===== src/rtl/mmc1_pkg.sv =====
// Shared constants for the MMC1 mapper: register selects, mirroring modes
// and the reset values of the control and shift registers.
package mmc1_pkg;

    localparam logic [1:0] REG_CTRL = 2'd0;
    localparam logic [1:0] REG_CHR0 = 2'd1;
    localparam logic [1:0] REG_CHR1 = 2'd2;
    localparam logic [1:0] REG_PRG  = 2'd3;

    typedef enum logic [1:0] {
        MIRROR_ONE_LOW    = 2'd0,
        MIRROR_ONE_HIGH   = 2'd1,
        MIRROR_VERTICAL   = 2'd2,
        MIRROR_HORIZONTAL = 2'd3
    } mirror_e;

    localparam logic [4:0] CTRL_RESET  = 5'b01100;
    localparam logic [4:0] SHIFT_EMPTY = 5'b10000;

endpackage


===== src/rtl/mapper_mmc1_if.sv =====
// CPU/PPU-side bus of the MMC1 mapper. The master drives CPU and PPU
// addresses; the slave (mapper) returns the translated memory addresses.
interface mapper_mmc1_if #(
    parameter int PRG_WIDTH = 17,
    parameter int CHR_WIDTH = 17
);
    logic [15:0]          prga;
    logic [7:0]           prgd;
    logic                 prgw;
    logic [13:0]          chra;
    logic [PRG_WIDTH-1:0] prg_address;
    logic [CHR_WIDTH-1:0] chr_address;
    logic [10:0]          vrm_address;
    logic                 wram_en;
    logic [4:0]           ctrl;

    modport master (
        output prga, prgd, prgw, chra,
        input  prg_address, chr_address, vrm_address, wram_en, ctrl
    );

    modport slave (
        input  prga, prgd, prgw, chra,
        output prg_address, chr_address, vrm_address, wram_en, ctrl
    );
endinterface


===== src/rtl/mmc1_serial.sv =====
// Serial write port of the MMC1: strobe edge detect and the 5-bit shift
// register; emits a one-clock load (or clear) request with select and value.
module mmc1_serial
    import mmc1_pkg::*;
(
    input  logic       clock,
    input  logic       reset_n,
    input  logic       prgw,
    input  logic       prga15,
    input  logic [1:0] prga_sel,
    input  logic       reset_bit,
    input  logic       data_bit,
    output logic       load,
    output logic       clear,
    output logic [1:0] sel,
    output logic [4:0] value
);
    logic [4:0] shift_q;
    logic       strobe;
    logic       strobe_q;
    logic       write_evt;

    assign strobe    = prgw & prga15;
    assign write_evt = strobe & ~strobe_q;

    assign value = {data_bit, shift_q[4:1]};
    assign sel   = prga_sel;
    assign load  = write_evt & ~reset_bit & shift_q[0];
    assign clear = write_evt & reset_bit;

    // During reset the edge register tracks the live strobe, so a strobe
    // held high across reset release must fall and rise before it counts.
    always_ff @(posedge clock) begin
        if (!reset_n) begin
            shift_q  <= SHIFT_EMPTY;
            strobe_q <= strobe;
        end else begin
            strobe_q <= strobe;
            if (write_evt) begin
                if (reset_bit || shift_q[0]) begin
                    shift_q <= SHIFT_EMPTY;
                end else begin
                    shift_q <= value;
                end
            end
        end
    end

endmodule


===== src/rtl/mapper_mmc1.sv =====
// MMC1 (SxROM) bank mapper: holds ctrl/chr0/chr1/prg and translates CPU,
// PPU pattern and nametable addresses combinationally.
module mapper_mmc1
    import mmc1_pkg::*;
#(
    parameter int PRG_WIDTH = 17,
    parameter int CHR_WIDTH = 17
) (
    input  logic clock,
    input  logic reset_n,
    mapper_mmc1_if.slave bus
);
    localparam int B = PRG_WIDTH - 14;
    localparam logic [B-1:0] LAST = '1;

    logic       load;
    logic       clear;
    logic [1:0] sel;
    logic [4:0] value;
    logic [4:0] ctrl_q;
    logic [4:0] chr0_q;
    logic [4:0] chr1_q;
    logic [4:0] prg_q;
    logic [B-1:0] bank16;
    logic       a10;
    logic       unused;

    mmc1_serial u_serial (
        .clock     (clock),
        .reset_n   (reset_n),
        .prgw      (bus.prgw),
        .prga15    (bus.prga[15]),
        .prga_sel  (bus.prga[14:13]),
        .reset_bit (bus.prgd[7]),
        .data_bit  (bus.prgd[0]),
        .load      (load),
        .clear     (clear),
        .sel       (sel),
        .value     (value)
    );

    always_ff @(posedge clock) begin
        if (!reset_n) begin
            ctrl_q <= CTRL_RESET;
            chr0_q <= '0;
            chr1_q <= '0;
            prg_q  <= '0;
        end else if (clear) begin
            ctrl_q <= ctrl_q | CTRL_RESET;
        end else if (load) begin
            case (sel)
                REG_CTRL: ctrl_q <= value;
                REG_CHR0: chr0_q <= value;
                REG_CHR1: chr1_q <= value;
                REG_PRG:  prg_q  <= value;
                default:  ctrl_q <= ctrl_q;
            endcase
        end
    end

    // 32K mode reuses the bank register with its low bit replaced by A14.
    always_comb begin
        bank16 = {prg_q[B-1:1], bus.prga[14]};
        case (ctrl_q[3:2])
            2'b10:   bank16 = bus.prga[14] ? prg_q[B-1:0] : '0;
            2'b11:   bank16 = bus.prga[14] ? LAST : prg_q[B-1:0];
            default: bank16 = {prg_q[B-1:1], bus.prga[14]};
        endcase
    end

    always_comb begin
        a10 = 1'b0;
        case (mirror_e'(ctrl_q[1:0]))
            MIRROR_ONE_LOW:    a10 = 1'b0;
            MIRROR_ONE_HIGH:   a10 = 1'b1;
            MIRROR_VERTICAL:   a10 = bus.chra[10];
            MIRROR_HORIZONTAL: a10 = bus.chra[11];
            default:           a10 = 1'b0;
        endcase
    end

    assign bus.prg_address = {bank16, bus.prga[13:0]};
    assign bus.chr_address = ctrl_q[4]
                           ? {(bus.chra[12] ? chr1_q : chr0_q), bus.chra[11:0]}
                           : {chr0_q[4:1], bus.chra[12:0]};
    assign bus.vrm_address = {a10, bus.chra[9:0]};
    assign bus.wram_en     = (bus.prga[15:13] == 3'b011) & ~prg_q[4];
    assign bus.ctrl        = ctrl_q;

    assign unused = ^{bus.prgd, bus.chra[13], prg_q};

endmodule

===== src/flat_wrapper.sv =====
// flat-port wrapper written by rule: the top's interface ports become plain ports
module mapper_mmc1_flat import mmc1_pkg::*;
#(
    parameter int PRG_WIDTH = 17,
    parameter int CHR_WIDTH = 17
)
  (clock, reset_n, bus_prga, bus_prgd, bus_prgw, bus_chra, bus_prg_address, bus_chr_address, bus_vrm_address, bus_wram_en, bus_ctrl);
  mapper_mmc1_if #(.PRG_WIDTH(PRG_WIDTH), .CHR_WIDTH(CHR_WIDTH)) bus_i ();
  input  logic clock;
  input  logic reset_n;
  input wire logic [$bits(bus_i.prga)-1:0] bus_prga;
  input wire logic [$bits(bus_i.prgd)-1:0] bus_prgd;
  input wire logic [$bits(bus_i.prgw)-1:0] bus_prgw;
  input wire logic [$bits(bus_i.chra)-1:0] bus_chra;
  output wire logic [$bits(bus_i.prg_address)-1:0] bus_prg_address;
  output wire logic [$bits(bus_i.chr_address)-1:0] bus_chr_address;
  output wire logic [$bits(bus_i.vrm_address)-1:0] bus_vrm_address;
  output wire logic [$bits(bus_i.wram_en)-1:0] bus_wram_en;
  output wire logic [$bits(bus_i.ctrl)-1:0] bus_ctrl;
  assign bus_i.prga = bus_prga;
  assign bus_i.prgd = bus_prgd;
  assign bus_i.prgw = bus_prgw;
  assign bus_i.chra = bus_chra;
  assign bus_prg_address = bus_i.prg_address;
  assign bus_chr_address = bus_i.chr_address;
  assign bus_vrm_address = bus_i.vrm_address;
  assign bus_wram_en = bus_i.wram_en;
  assign bus_ctrl = bus_i.ctrl;
  mapper_mmc1 #(.PRG_WIDTH(PRG_WIDTH), .CHR_WIDTH(CHR_WIDTH)) u_core (.clock(clock), .reset_n(reset_n), .bus(bus_i));
endmodule

===== config.mk =====
export PLATFORM = sky130hd
export DESIGN_NAME = mapper_mmc1_flat
export DESIGN_NICKNAME = d
export VERILOG_FILES = /design/src/rtl/mmc1_pkg.sv /design/src/rtl/mapper_mmc1_if.sv /design/src/rtl/mmc1_serial.sv /design/src/rtl/mapper_mmc1.sv /design/src/flat_wrapper.sv
export SDC_FILE = /design/constraint.sdc
export NUM_CORES = 1
export LEC_CHECK = 0
export BUFFER_PORTS_ARGS = -buffer_cell sky130_fd_sc_hd__buf_4
export CAP_MARGIN = 15
export CORE_MARGIN = 2
export CORE_UTILIZATION = 28
export CTS_BUF_LIST = sky130_fd_sc_hd__clkbuf_2
export CTS_CLUSTER_SIZE = 10
export DETAILED_ROUTE_END_ITERATION = 12
export HOLD_SLACK_MARGIN = 0.03
export REMOVE_ABC_BUFFERS = 1
export SYNTH_ARGS = -nofsm -noshare
export SYNTH_HDL_FRONTEND = slang
export SYNTH_HIERARCHICAL = 1
export SYNTH_SLANG_ARGS = --single-unit

===== constraint.sdc =====
create_clock -name clock -period 2.5 [get_ports clock]
set_input_delay 0.25 -clock clock [delete_from_list [all_inputs] [get_ports clock]]
set_output_delay 0.25 -clock clock [all_outputs]
set_load 0.02 [all_outputs]

==> results of run 1 <==
-- per-layer routing --
metal	track usage, %	vias up	share of wire, %
met1	15.6	461	50
met2	13.8	61	37
met5	1.82	-	0
met3	8.75	2	13
li1	-	485	-
met4	2.07	0	0.49
-- worst max-delay path, cell delays in order, from the launching register on --
cell     delay, ns
dfxtp_1       0.39
nand2_1       0.20
mux2_2        0.38
buf_4         0.16
-- how the worst max path moves through the flow --
stage | from | cells after the start | slack (ns) | end
floorplan | u_core/u_serial/strobe_q | 4 | 1.11 | u_core/chr0_q[0]
global placement | bus_prga[15] | 5 | 0.95 | u_core/chr0_q[0]
detailed placement | bus_prga[15] | 5 | 0.95 | u_core/chr0_q[3]
CTS | u_core/bus.ctrl[4] | 3 | 0.75 | bus_chr_address[16]
global route | u_core/bus.ctrl[4] | 3 | 0.66 | bus_chr_address[16]
finish | u_core/bus.ctrl[4] | 3 | 0.78 | bus_chr_address[16]
-- cell usage after synthesis --
master / n
mux2i_1: 23
and4bb_2: 2
nor2_1: 1
nor3b_1: 3
inv_1: 8
and2_2: 1
nor4b_2: 1
a31oi_1: 1
nor3b_2: 1
nand4b_1: 1
buf_6: 3
nand2_1: 27
nor2b_1: 3
o21ba_2: 1
o2111ai_1: 1
nand4bb_1: 5
clkbuf_1: 2
mux2_2: 4
o22ai_1: 3
nand3b_4: 1
buf_4: 44
a21oi_1: 5
nor4b_1: 1
nor4b_4: 1
dfxtp_1: 25
-- power by group through the flow --
stage	logic, mW	registers, mW	clock network, mW
after global routing	0.0770	0.404	0.184
after detailed placement	0.0707	0.411	0
final	0.0704	0.403	0.159
after CTS	0.0709	0.404	0.167
after global placement	0.0700	0.411	0
after floorplan	0.0266	0.411	0
-- area by class of cell --
class	instances	area, um2
Clock buffer	4	20.0
Fill cell	612	3950
Inverter	8	30.0
Multi-Input combinational cell	86	668
Sequential cell	25	500
Tap cell	72	90.1
Timing Repair Buffer	28	210
-- state kept, by name, summed over array words and instances (netlist names) --
signal	cells
u_core/u_serial/strobe_q	1
u_core/chr0_q	5
u_core/bus.ctrl	5
u_core/u_serial/shift_q	5
u_core/prg_q	4
u_core/chr1_q	5
-- cells by family (layout without fill, tap and decap cells) --
group,after synthesis,in the layout
AOI/OAI and AO/OA,11,11
buffers and inverters,57,40
muxes,27,27
DFF,25,25
and+or+nand+nor,48,48
-- cells in the final DEF, fill, tap and decap left out, drive strengths merged, types with 4 or more instances in the layout --
cell type,synthesis,layout
clkbuf,2,4
mux2,4,4
nand2,27,27
dfxtp,25,25
inv,8,8
nand4bb,5,5
nor3b,4,4
buf,47,28
mux2i,23,23
a21oi,5,5
-- stage by stage --
stage	cell area [um2]	util (%)	power, mW	hold slack [ns]	std cells
2_1_floorplan	1200	-	0.437	0.331	119
3_3_place_gp	1500	27.4	0.481	0.439	219
3_5_place_dp	1500	27.4	0.482	0.443	219
4_1_cts	1520	27.8	0.642	0.117	223
5_1_grt	1520	27.8	0.665	0.102	223
6_report	1520	27.8	0.633	0.140	223
==> metrics.txt, run 1 <==
Synth Area in Compound Gates=4.38%; hold path cells=2; final setup vio count=0; Slew Limit Fails=0; worst reg2reg startpoint=u_core/u_serial/strobe_q; vias in the first global route=987; share of cells above drive strength 1=29.1%; Worst Hold Launch=bus_prgw; PortBufs=28; TritonCTS Buffers=3; Die ar.=0.00622 mm2; die height=78.9 um; Final WS setup=0.785 ns; TritonRoute pass-1 iters=4; CP Class=reg -> out; Unique masters post-synth=25; grt ovf=0; clock-pin slew on the worst setup and hold paths=0.23 ns; setup tns final=0 ns; # hold bufs at CTS=0; Die X=78.9 um; ranking of synthesized cells by area=dfxtp_1, buf_4, mux2i_1; Mapped Avg Cell Area=9.35 um2; Layout Nets=193; DRC=0; hpwl dp=2.60 mm; CTS Root Cell=clkbuf_2; Syn Inst Count=168; Peak supply drop=0.000125 V; Final ANT Viol Nets=0; Yosys top cell by area=dfxtp_1; total routed wirelength=3.49 mm; Reg2Reg Capture Point=u_core/chr0_q[0]; Syn Std Cell Area=0.00157 mm2; sequential share of power=63.8%; largest family of logic cells by synthesized area=buffers and inverters; H-tree levels=1; largest net degree at the start of global routing=36; core area=0.00547 mm2; minimum clock period=1.72 ns; PwrDens=416 mW/mm2; RSZ-0062 raised after global routing=false; first-pass GRT wire length=5.42 mm; Net Sw Power=0.157 mW; deepest clock path buffer count=2; XOR/XNOR Fraction of Synth Area=0%; post-CTS setup buffers=0; drt wl/cell=15.6 um; CP required=2.25 ns; final setup skew=0.00873 ns; mux cell area share after synthesis=17.5%; # diodes=0; Clk Latency, worst-skew pair=0.34 ns; Hold WC Path Type=in -> reg; setup slack, reg-to-reg=0.89 ns; yosys warns=6; Place WS=0.950 ns; initial antenna violation count=0; arrival time worst endpoint=1.47 ns; post-synthesis simple-gate area fraction=20.6%; # IOs=92; R2R cell count=4; Hold Vio Cnt, Final=0; post-synthesis adder-cell area fraction=0%; initial core utilization=28.7%; status=finished clean; Clock Power Share=25.1%; Hold EP=u_core/u_serial/strobe_q; Pint=0.475 mW; Worst setup EP type=output pin; relative max-transition margin=68.7%; worst slew pin tran=0.468 ns; period utilisation layout=68.6%; CP Max Fanout=5; Seq/Total Area, Yosys=31.9%; post-CTS sizing=0; Area Overhead vs Synth=-3.27%; Max Clk Rate=583 MHz; Setup crit start kind=flop; Yosys reg bits=25; DR vias/cell=4.52; Iter 0 DRT Violations=107; Switching Fraction=24.8%; P_leak=0.605 nW; GPL Wtd Cong=0.699; combinational share of power=11.1%; Max Cap Violations=0; vias post-DR=1009; CTS tree=done; top cell type's share of synthesized area=31.9%; Clock Sinks=25; row cnt=27; total track usage=11.4%
(Power assumes the default switching activity.)
==> run 2, diff against run 1 <==
==> constraint.sdc (replaced) <==
create_clock -name clock -period 1.7 [get_ports clock]
set_input_delay 0.17 -clock clock [delete_from_list [all_inputs] [get_ports clock]]
set_output_delay 0.17 -clock clock [all_outputs]
set_load 0.02 [all_outputs]
==> metrics.txt, run 2 (same netlist as run 1, synthesis figures left out) <==
Clock Sinks=25 (unchanged); TritonCTS Buffers=3 (unchanged); CTS Root Cell=clkbuf_2; filler cell count=595 (-2.8%); period utilisation layout=92.7%; CP Class=reg -> out; Max Cap Violations=0 (unchanged); die height=78.9 um (unchanged); Die X=78.9 um (unchanged); status=finished clean; clock-pin slew on the worst setup and hold paths=0.25 ns (+0.02 ns); Die ar.=0.00622 mm2 (unchanged); PortBufs=28 (unchanged); GPL Wtd Cong=0.737 (+5.6%); H-tree levels=1 (unchanged); TritonRoute pass-1 iters=4 (unchanged); Iter 0 DRT Violations=57 (-47%); first-pass GRT wire length=5.31 mm (-2.0%); share of cells above drive strength 1=30.5% (+1.4 points); Final ANT Viol Nets=0 (unchanged); Hold Vio Cnt, Final=0 (unchanged); Slew Limit Fails=0 (unchanged); Peak supply drop=0.000300 V (+140%); # diodes=0 (unchanged); Worst setup EP type=output pin; deepest clock path buffer count=2 (unchanged); Place WS=0.227 ns (-0.723 ns); initial antenna violation count=0 (unchanged); setup tns final=0 ns (unchanged); PwrDens=611 mW/mm2 (+47%); final setup vio count=0 (unchanged); final setup skew=0.0163 ns (+0.00756 ns); row cnt=27 (unchanged); Max Clk Rate=635 MHz; DRC=0 (unchanged); total track usage=11.3% (-0.16 points); commonest non-fill, non-tap cell in the layout=buf_4; CP Max Fanout=5 (unchanged); DR vias/cell=4.49 (-0.84%); RSZ-0062 raised after global routing=false; initial core utilization=28.7% (unchanged); arrival time worst endpoint=1.41 ns (-0.06 ns); Layout Nets=196 (+1.6%); post-CTS setup buffers=0 (unchanged); Area Overhead vs Synth=-1.51%; CTS tree=done; grt ovf=0 (unchanged); hpwl dp=2.54 mm (-2.3%); largest net degree at the start of global routing=36 (unchanged); commonest non-fill, non-tap cells in the layout=buf_4, nand2_1, dfxtp_1; worst slew pin tran=0.383 ns (-0.0856 ns); Final WS setup=0.124 ns (-0.660 ns); Clk Latency, worst-skew pair=0.35 ns (about the same); CP required=1.53 ns (-0.72 ns); Hold WC Path Type=in -> reg; total power draw=0.946 mW (+49%); relative max-transition margin=74.4% (+5.7 points); drt wl/cell=15.4 um (-1.3%); core area=0.00547 mm2 (unchanged); Setup crit start kind=flop; total routed wirelength=3.49 mm (about the same); minimum clock period=1.58 ns; vias post-DR=1014 (+0.50%); vias in the first global route=928 (-6.0%); # IOs=92 (unchanged); P_leak=0.620 nW (+2.4%)
run 2: cell count changes in the layout (fill, tap and decap cells not counted), sizes merged:
| cell | before | now |
|---|---|---|
| buf | 28 | 30 |
| dlygate4sd3 | 0 | 1 |
run 2: final timing paths:
check / start / endpoint / slack (ns) / depth (start not counted)
setup / recovery: u_core/bus.ctrl[4] / bus_chr_address[16] / 0.12 / 3
hold / removal: bus_prga[15] / u_core/u_serial/strobe_q / 0.06 / 2
setup reg to reg: u_core/u_serial/shift_q[0] / u_core/chr0_q[1] / 0.16 / 3
hold reg to reg: u_core/chr1_q[1] / u_core/chr1_q[1] / 0.47 / 2
run 2: critical path: stages (launching register included):
cell	delay, ns
dfxtp_1	0.40
nand2_2	0.15
mux2_2	0.36
buf_4	0.16
run 2: what timing repair did:
item	CTS	global route
endpoints found under the setup margin	0	5
hold buffers	0	1
hold endpoints to repair	0	1
gates resized for setup	0	1
run 2: report_power, final:
part / internal [mW] / switching, mW
Clock: 0.0621 / 0.182
Sequential: 0.591 / 0.00267
Combinational: 0.0501 / 0.0580
run 2: layout make-up:
cell class / instances / area, um2 / share of cell area [%]
Tap cell: 72 / 90.1 / 5.83
Multi-Input combinational cell: 86 / 671 / 43.4
Timing Repair Buffer: 31 / 235 / 15.2
Sequential cell: 25 / 500 / 32.4
Inverter: 8 / 30.0 / 1.94
Clock buffer: 4 / 20.0 / 1.29
run 2: metrics by stage:
stage	std cells	util, %	area [um2]	hold WS [ns]
floorplan	119	-	1200	0.251
global placement	221	27.7	1510	0.340
detailed placement	221	27.7	1510	0.340
CTS	225	28.0	1530	0.0328
global route	226	28.3	1550	0.0315
finish	226	28.3	1550	0.0552
run 2: routing by layer:
metal	wire length, um	GRT usage [%]
met5	0	1.82
met4	10	1.03
met3	458	8.98
met2	1220	13.5
met1	1800	15.7
==> run 3, diff against run 2 <==
--- a/config.mk
+++ b/config.mk
@@ -8,11 +8,12 @@
 export BUFFER_PORTS_ARGS = -buffer_cell sky130_fd_sc_hd__buf_4
 export CAP_MARGIN = 15
 export CORE_MARGIN = 2
-export CORE_UTILIZATION = 28
+export CORE_UTILIZATION = 45
 export CTS_BUF_LIST = sky130_fd_sc_hd__clkbuf_2
 export CTS_CLUSTER_SIZE = 10
 export DETAILED_ROUTE_END_ITERATION = 12
 export HOLD_SLACK_MARGIN = 0.03
+export PLACE_DENSITY = 0.82
 export REMOVE_ABC_BUFFERS = 1
 export SYNTH_ARGS = -nofsm -noshare
 export SYNTH_HDL_FRONTEND = slang
==> metrics.txt, run 3 (same netlist as run 1, synthesis figures left out) <==
status=finished clean; Hold WC Path Type=in -> reg; # IOs=92 (unchanged); # hold bufs at CTS=0 (unchanged); worst reg2reg startpoint=u_core/u_serial/strobe_q; TritonRoute pass-1 iters=4 (unchanged); P_leak=0.625 nW (+0.78%); vias post-DR=1029 (+1.5%); CTS tree=done; Placed Area=0.00148 mm2 (-2.1%); H-tree levels=1 (unchanged); final setup vio count=0 (unchanged); final setup skew=0.00268 ns (-0.0136 ns); Slew Limit Fails=0 (unchanged); Hold EP=u_core/u_serial/strobe_q; hpwl dp=2.43 mm (-4.4%); CP required=1.98 ns (+0.45 ns); global route hottest layer=met1; hold path cells=2 (unchanged); Iter 0 DRT Violations=69 (+21%); Worst setup EP type=flop; clock-pin slew on the worst setup and hold paths=0.22 ns (-0.03 ns); vias in the first global route=1021 (+10%); met3 usage=10.4% (+1.4 points); Die ar.=0.00398 mm2 (-36%); Layout Nets=195 (-0.51%); Reg2Reg Capture Point=u_core/chr1_q[1]; drt wl/cell=16.1 um (+4.4%); Max Clk Rate=644 MHz (+1.6%); total track usage=16.8% (+5.6 points); PortBufs=28 (unchanged); Worst Hold Launch=bus_prgw; setup slack, reg-to-reg=0.15 ns (about the same); met2 Resource Use GR=21.5% (+8.0 points); CTS Root Cell=clkbuf_2; Area Overhead vs Synth=-3.82%; Peak supply drop=0.000194 V (-35%); R2R cell count=4 (+1); Setup crit start kind=flop; commonest non-fill, non-tap cells in the layout=buf_4, nand2_1, dfxtp_1; Die X=63.1 um (-20%); PwrDens=616 mW/mm2 (+0.74%); total routed wirelength=3.21 mm (-8.1%); arrival time worst endpoint=1.84 ns (+0.43 ns); setup tns final=0 ns (unchanged); DR vias/cell=5.17 (+15%); share of cells above drive strength 1=30.7% (+0.20 points); die height=63.1 um (-20%); initial core utilization=47.1% (+18 points); GPL Wtd Cong=0.729 (-1.2%); Final ANT Viol Nets=0 (unchanged); Max Cap Violations=0 (unchanged); deepest clock path buffer count=2 (unchanged); first-pass GRT wire length=5.24 mm (-1.2%); grt ovf=0 (unchanged); CP Class=reg -> reg; relative max-transition margin=77.6% (+3.2 points); minimum clock period=1.55 ns (-0.0243 ns); Hold Vio Cnt, Final=0 (unchanged); largest net degree at the start of global routing=36 (unchanged); worst slew pin tran=0.334 ns (-0.0483 ns); row cnt=21 (-22%); period utilisation layout=91.3% (-1.4 points); DRC=0 (unchanged); TritonCTS Buffers=3 (unchanged); RSZ-0062 raised after global routing=false; post-route cell area=0.00151 mm2 (-2.3%); Clk Latency, worst-skew pair=0.33 ns (-0.02 ns); grt met1 use=23.1% (+7.4 points); initial antenna violation count=0 (unchanged); Clock Sinks=25 (unchanged); commonest non-fill, non-tap cell in the layout=buf_4; core area=0.00334 mm2 (-39%); # diodes=0 (unchanged); CP Max Fanout=7 (+2)
[run 3: final cells by class]
class,instances,area [um2]
multi-input combinational,86,677
sequential,25,500
tap,46,57.6
inverter,8,30.0
fill,315,1830
timing repair buffer,30,225
clock buffer,4,20.0
[run 3: worst max path at each step]
stage,slack [ns],startpoint,cells past startpoint,endpoint
finish,0.15,u_core/u_serial/strobe_q,4,u_core/chr1_q[1]
floorplan,0.31,u_core/u_serial/strobe_q,4,u_core/chr0_q[0]
CTS,0.08,u_core/u_serial/strobe_q,4,u_core/chr1_q[1]
global placement,0.15,u_core/u_serial/strobe_q,4,u_core/chr1_q[1]
global route,0.05,u_core/u_serial/strobe_q,4,u_core/chr1_q[1]
detailed placement,0.14,u_core/u_serial/strobe_q,4,u_core/chr1_q[1]
[run 3: per-stage QoR]
step                setup slack, ns  std cells  hold WS [ns]  power [mW]  utilization, %
global placement              0.155        195         0.340       0.708            44.4
CTS                          0.0757        199        0.0546       0.936            45.0
finish                        0.148        199        0.0687       0.930            45.3
detailed placement            0.144        195         0.340       0.710            44.4
floorplan                     0.310        119         0.251       0.643               -
global route                 0.0491        199        0.0458       0.971            45.3
[run 3: per-layer routing]
layer  wire, um  vias to the layer above
met4          4                        0
met5          0                        -
met3        474                        2
li1           -                      490
met1       1440                      466
met2       1290                       71
[run 3: report_power, final]
group          switching (mW)  internal, mW  leakage, nW  total [mW]
clock network           0.169        0.0622       0.0166       0.231
logic                  0.0577        0.0482        0.406       0.106
registers             0.00249         0.591        0.202       0.593
total                   0.229         0.701        0.625       0.930
[run 3: worst max-delay path, cell delays in order, from the launching register on]
cell and delay, ns:
dfxtp_1 0.35, nand3b_4 0.22, nor3b_4 0.32, and4bb_2 0.40
mux2i_1 0.21
[run 3: timing repair]
| item | in CTS | in global routing |
|---|---|---|
| setup endpoints to repair | 0 | 15 |
| setup buffers | 0 | 0 |
| resized for setup | 0 | 2 |
